`src/rtl/axis_fringe_counter_pkg.sv`:
```
// Shared types and helpers for the fringe counter: comparator state encoding,
// quadrature step decode and the error counter width.
package axis_fringe_counter_pkg;

  localparam int ERR_COUNT_WIDTH = 16;

  typedef enum logic {
    CMP_LOW  = 1'b0,
    CMP_HIGH = 1'b1
  } cmp_state_t;

  // dir is 1 for a forward step, 0 for reverse; only meaningful with step=1
  typedef struct packed {
    logic error;
    logic dir;
    logic step;
  } quad_delta_t;

  // Position of a {b,a} code along the forward cycle 00 -> 01 -> 11 -> 10
  function automatic logic [1:0] quad_index(input logic [1:0] code);
    case (code)
      2'b00:   return 2'd0;
      2'b01:   return 2'd1;
      2'b11:   return 2'd2;
      default: return 2'd3;
    endcase
  endfunction

  // A modulo-4 index difference of 1 is forward, 3 is reverse, 2 means both bits moved
  function automatic quad_delta_t quad_delta(input logic [1:0] old_code,
                                             input logic [1:0] new_code);
    quad_delta_t d;
    logic [1:0]  diff;
    d    = '0;
    diff = quad_index(new_code) - quad_index(old_code);
    case (diff)
      2'd1: begin
        d.step = 1'b1;
        d.dir  = 1'b1;
      end
      2'd3:    d.step  = 1'b1;
      2'd2:    d.error = 1'b1;
      default: d       = '0;
    endcase
    return d;
  endfunction

endpackage

```
`src/rtl/axis_fringe_counter_comparator.sv`:
```
// Two-state hysteresis comparator that squares one signed channel; it only
// moves on enabled (accepted) samples and exposes its next state for decoding.
module hysteresis_comparator
  import axis_fringe_counter_pkg::*;
#(
  parameter int SAMPLE_WIDTH = 16
) (
  input  logic                           aclk,
  input  logic                           areset,
  input  logic                           enable,
  input  logic signed [SAMPLE_WIDTH-1:0] sample,
  input  logic signed [SAMPLE_WIDTH-1:0] lower_threshold,
  input  logic signed [SAMPLE_WIDTH-1:0] upper_threshold,
  output logic                           high,
  output logic                           high_next
);

  cmp_state_t state_reg;
  cmp_state_t state_next;

  always_ff @(posedge aclk or posedge areset) begin
    if (areset) begin
      state_reg <= CMP_LOW;
    end else begin
      state_reg <= state_next;
    end
  end

  // Strict comparisons: a sample equal to a threshold never switches
  always_comb begin
    state_next = state_reg;
    if (enable) begin
      case (state_reg)
        CMP_LOW:  if (sample > upper_threshold) state_next = CMP_HIGH;
        CMP_HIGH: if (sample < lower_threshold) state_next = CMP_LOW;
      endcase
    end
  end

  assign high      = (state_reg == CMP_HIGH);
  assign high_next = (state_next == CMP_HIGH);

endmodule

```
`src/rtl/axis_fringe_counter.sv`:
```
// Quadrature fringe counter: squares two channels with hysteresis, decodes the
// pair as quadrature and streams the signed position once per accepted sample.
module axis_fringe_counter
  import axis_fringe_counter_pkg::*;
#(
  parameter int AXIS_TDATA_WIDTH = 32,
  parameter int COUNT_WIDTH      = 32
) (
  input  logic                                aclk,
  input  logic                                areset,
  input  logic signed [AXIS_TDATA_WIDTH/2-1:0] lower_threshold,
  input  logic signed [AXIS_TDATA_WIDTH/2-1:0] upper_threshold,
  input  logic                                clear,
  input  logic                                S_AXIS_tvalid,
  input  logic        [AXIS_TDATA_WIDTH-1:0]  S_AXIS_tdata,
  output logic                                S_AXIS_tready,
  output logic                                M_AXIS_tvalid,
  output logic        [COUNT_WIDTH-1:0]       M_AXIS_tdata,
  input  logic                                M_AXIS_tready,
  output logic        [1:0]                   quad_state,
  output logic        [ERR_COUNT_WIDTH-1:0]   error_count
);

  localparam int CH_WIDTH = AXIS_TDATA_WIDTH / 2;

  logic                              accept;
  logic [1:0]                        cmp_high;
  logic [1:0]                        cmp_high_next;
  quad_delta_t                       delta;
  logic signed [COUNT_WIDTH-1:0]     position_reg;
  logic signed [COUNT_WIDTH-1:0]     position_next;
  logic [ERR_COUNT_WIDTH-1:0]        error_count_reg;
  logic [ERR_COUNT_WIDTH-1:0]        error_count_next;
  logic                              m_tvalid_reg;
  logic [COUNT_WIDTH-1:0]            m_tdata_reg;

  assign S_AXIS_tready = ~m_tvalid_reg | M_AXIS_tready;
  assign accept        = S_AXIS_tvalid & S_AXIS_tready;

  // Channel 0 (a) is the low half of tdata, channel 1 (b) the high half
  generate
    for (genvar gi = 0; gi < 2; gi++) begin : g_channel
      hysteresis_comparator #(
        .SAMPLE_WIDTH(CH_WIDTH)
      ) u_cmp (
        .aclk            (aclk),
        .areset          (areset),
        .enable          (accept),
        .sample          (S_AXIS_tdata[gi*CH_WIDTH +: CH_WIDTH]),
        .lower_threshold (lower_threshold),
        .upper_threshold (upper_threshold),
        .high            (cmp_high[gi]),
        .high_next       (cmp_high_next[gi])
      );
    end
  endgenerate

  // Clear wins over any step or error from a sample accepted alongside it
  always_comb begin
    delta            = quad_delta(cmp_high, cmp_high_next);
    position_next    = position_reg;
    error_count_next = error_count_reg;
    if (clear) begin
      position_next    = '0;
      error_count_next = '0;
    end else if (accept) begin
      if (delta.step) begin
        position_next = delta.dir ? position_reg + COUNT_WIDTH'(1)
                                  : position_reg - COUNT_WIDTH'(1);
      end
      if (delta.error && (error_count_reg != '1)) begin
        error_count_next = error_count_reg + ERR_COUNT_WIDTH'(1);
      end
    end
  end

  always_ff @(posedge aclk or posedge areset) begin
    if (areset) begin
      position_reg    <= '0;
      error_count_reg <= '0;
      m_tvalid_reg    <= 1'b0;
      m_tdata_reg     <= '0;
    end else begin
      position_reg    <= position_next;
      error_count_reg <= error_count_next;
      if (accept) begin
        m_tvalid_reg <= 1'b1;
        m_tdata_reg  <= position_next;
      end else if (M_AXIS_tready) begin
        m_tvalid_reg <= 1'b0;
      end
    end
  end

  assign M_AXIS_tvalid = m_tvalid_reg;
  assign M_AXIS_tdata  = m_tdata_reg;
  assign quad_state    = cmp_high;
  assign error_count   = error_count_reg;

endmodule

```
`config.mk`:
```
export PLATFORM = sky130hd
export DESIGN_NAME = axis_fringe_counter
export DESIGN_NICKNAME = d
export VERILOG_FILES = /design/src/rtl/axis_fringe_counter_pkg.sv /design/src/rtl/axis_fringe_counter_comparator.sv /design/src/rtl/axis_fringe_counter.sv
export SDC_FILE = /design/constraint.sdc
export NUM_CORES = 1
export LEC_CHECK = 0
export BUFFER_PORTS_ARGS = -buffer_cell sky130_fd_sc_hd__clkbuf_2
export CORE_MARGIN = 2
export CORE_UTILIZATION = 50
export CTS_CLUSTER_SIZE = 30
export DETAILED_ROUTE_END_ITERATION = 12
export GPL_ROUTABILITY_DRIVEN = 0
export HOLD_SLACK_MARGIN = 0.03
export PLACE_DENSITY = 0.73
export SETUP_SLACK_MARGIN = 0.3
export SLEW_MARGIN = 20
export SYNTH_ARGS = -nofsm -noshare
export SYNTH_HDL_FRONTEND = slang
export SYNTH_SLANG_ARGS = --single-unit
```
`constraint.sdc`:
```
create_clock -name aclk -period 15.6 [get_ports aclk]
set_clock_uncertainty 0.1 [all_clocks]
set_input_delay 1.56 -clock aclk [delete_from_list [all_inputs] [get_ports aclk]]
set_output_delay 1.56 -clock aclk [all_outputs]
set_load 0.01 [all_outputs]
```
==> flow_metrics.py <==
metrics = {
    "synthesis": {
        "yosysUniqueCellTypes": 59,
        "syn_inst": 766,
        "ys_seq_elements": 83,
        "muxShareOfSynthArea_pct": 1.33,
        "syn_nets": 939,
        "ys.warnings.count": 0,
        "synthAdderAreaFrac_pct": 19.8,
        "synth-edff-count": 0,
        "ys_seq_area_share_pct": 31.4,
        "synth_compound_area_share_pct": 16.2,
        "yosys.area_share.simple_pct": 21.0,
        "netlist_area_um2": 6610,
        "synth-xor-area-share_pct": 6.38,
        "avgSynthCellArea_um2": 8.62,
        "synth_top_family_by_area": "simple AND/OR/NAND/NOR gates",
        "synth_flop_cell": "dfrtp_1",
        "synth_async_sr_flop_share_pct": 100,
    },
    "cts": {
        "tritoncts": "done",
        "hold_buffers": 0,
        "clk_pin_slew_ns": 0.06,
        "post_cts_buffers": 0,
        "cts.sinks": 83,
        "root_buffer": "clkbuf_16",
        "clockBufferDepth": 2,
        "htree_levels": 3,
        "ctsResizeCount": 0,
        "cts-buffers-inserted": 9,
        "clk_latency_ns": 0.34,
    },
    "place": {
        "placement.io_buffers": 120,
        "hpwlAfterDp_mm": 11.4,
    },
    "routing": {
        "drtIter0Drc": 315,
        "vias_per_cell": 5.38,
        "routedWlPerCell_um": 14.3,
        "ant_nets": 0,
        "wl_mm": 15.1,
        "dr.pass1.iters": 5,
        "drc": 0,
        "vias": 5667,
    },
    "grt": {
        "gr-total-overflow": 0,
        "grt_max_degree": 84,
        "grt_pass1_wl_mm": 26.0,
        "track_usage_pct": 22.0,
        "antenna_found_initial": 0,
        "grt_pass1_vias": 5551,
    },
    "worst_setup_path": {
        "endpoint_kind": "flop",
        "cp.arrival_ns": 7.75,
        "worstRegToRegCells": 22,
        "crit_fanout": 38,
        "cp_top_family": "compound AO/OA/AOI/OAI gates",
        "cp.required_ns": 15.75,
        "worst_path_most_repeated_cell": "ha_1",
        "cp.buffers_inverters": 2,
        "crit_type": "input port to flop",
        "cp-start-kind": "input port",
        "cpPeakStageDelay_ns": 0.64,
        "cp_slowest_cell": "or2_2",
        "path_depth": 28,
    },
    "flow_run": {
        "max_cap_violations": 0,
    },
    "sta": {
        "fin_setup_tns_ns": 0,
        "min_period_ns": 7.61,
        "hold_viol_final": 0,
        "rsz0062_at_grt": "no",
        "worstMarginPinSlew_ns": 0.773,
        "fin_crit_sh_pct": 48.8,
        "slew_headroom_pct": 48.4,
        "slew_viol_final": 0,
        "setup_viol": 0,
        "fmax_mhz": 131,
    },
    "layout": {
        "multiInputGateArea_um2": 4280,
        "fill_cells": 1149,
        "area.sequential_um2": 2080,
        "drive_gt1_share_pct": 18.4,
        "syn2layout_area_growth_pct": 15.7,
        "fin_nets": 1050,
        "antenna_cells": 0,
    },
    "hold_path": {
        "min_path_type": "flop to flop",
        "hold_depth": 2,
    },
    "die": {
        "die_w_um": 119,
        "io_pins": 121,
        "initial_core_util_pct": 51.7,
        "core_area_um2": 12800,
        "rows": 41,
        "die_h_um": 119,
        "die-area_um2": 14100,
    },
    "run_status": {
        "status": "finished, final reports clean",
    },
}
-- cells in the final DEF (no fill, tap or decap), types with 3 or more instances in the layout --
cell,Yosys,final
clkbuf_1,20,3
o21a_1,5,5
dfrtp_1,83,83
nand3_1,28,28
inv_1,39,38
clkbuf_16,0,9
nand2b_1,10,10
nor2_1,45,44
a21o_1,21,21
mux2_2,6,6
or3_1,4,4
a21boi_0,3,3
buf_4,2,5
xnor2_1,19,19
a211oi_1,8,8
nand3b_1,4,4
o21ai_0,29,29
clkbuf_2,0,120
a21oi_1,68,68
nand2_1,134,134
nor2b_1,7,7
nor3_1,8,8
and2_1,8,8
xor2_1,26,26
nand4_1,18,18
and3_1,11,11
a31oi_1,8,8
ha_1,103,103
and4_1,6,6
o211ai_1,4,4
-- per-stage QoR --
step,worst slack [ns],hold WS (ns),area (um2),std cells,utilization (%)
final,7.99,0.380,7640,1054,59.8
after CTS,7.99,0.385,7640,1054,59.8
after global placement,7.88,0.361,7360,1038,57.6
after floorplan,8.40,0.396,6610,766,-
after global routing,7.34,0.404,7640,1054,59.8
after detailed placement,7.68,0.362,7360,1038,57.6
-- final timing paths --
| check | slack (ns) | start | endpoint |
|---|---|---|---|
| max reg2reg | 9.52 | M_AXIS_tvalid | position_reg[30] |
| min | 0.38 | M_AXIS_tdata[17] | M_AXIS_tdata[17] |
| min in group asynchronous | 1.30 | areset | M_AXIS_tdata[10] |
| min reg2reg | 0.38 | M_AXIS_tdata[17] | M_AXIS_tdata[17] |
| max in group asynchronous | 13.60 | areset | M_AXIS_tdata[24] |
| max | 7.99 | lower_threshold[10] | position_reg[30] |
-- worst reg2reg max path, delay by kind of cell (launching register included) --
kind,cells,cell delay [ns]
buf+inv,1,0.36
simple gates,8,1.88
flops,1,0.37
compound gates,6,1.43
mux,1,0.26
xor+xnor,4,0.85
fa+ha+maj,2,0.74
-- per-layer routing --
layer	track usage (%)	wire (um)
met1	30.0	7170
met2	37.0	7180
met3	3.11	581
met4	5.21	167
met5	0	0
-- synth_stat cells, types with 8 or more instances --
cell type  instances  area [um2]
a211oi_1           8        60.1
a21o_1            21         158
a21oi_1           68         340
a31oi_1            8        50.1
and2_1             8        50.1
and3_1            11        68.8
clkbuf_1          20        75.1
dfrtp_1           83        2080
ha_1             103        1290
inv_1             39         146
nand2_1          134         503
nand2b_1          10        62.6
nand3_1           28         140
nand4_1           18         113
nor2_1            45         169
nor3_1             8        40.0
o21ai_0           29         145
xnor2_1           19         166
xor2_1            26         228
-- cell families after synthesis --
kind of cell | count (synthesis)
muxes | 8
AOI/OAI and AO/OA | 169
DFF | 83
adders and majority gates | 104
and+or+nand+nor | 291
xor gates and xnor gates | 46
buffers and inverters | 65
-- cell type report --
class,count,share of cell area [%]
clock buffers,13,3.27
clock inverters,3,0.311
inverters,39,1.93
multi-input cells,618,56.0
flip-flops and latches,83,27.2
well taps,172,2.82
repair buffers,126,8.50
Power is not shown: default switching activity piles up to over one toggle a cycle in this logic, so the estimate is an artifact.
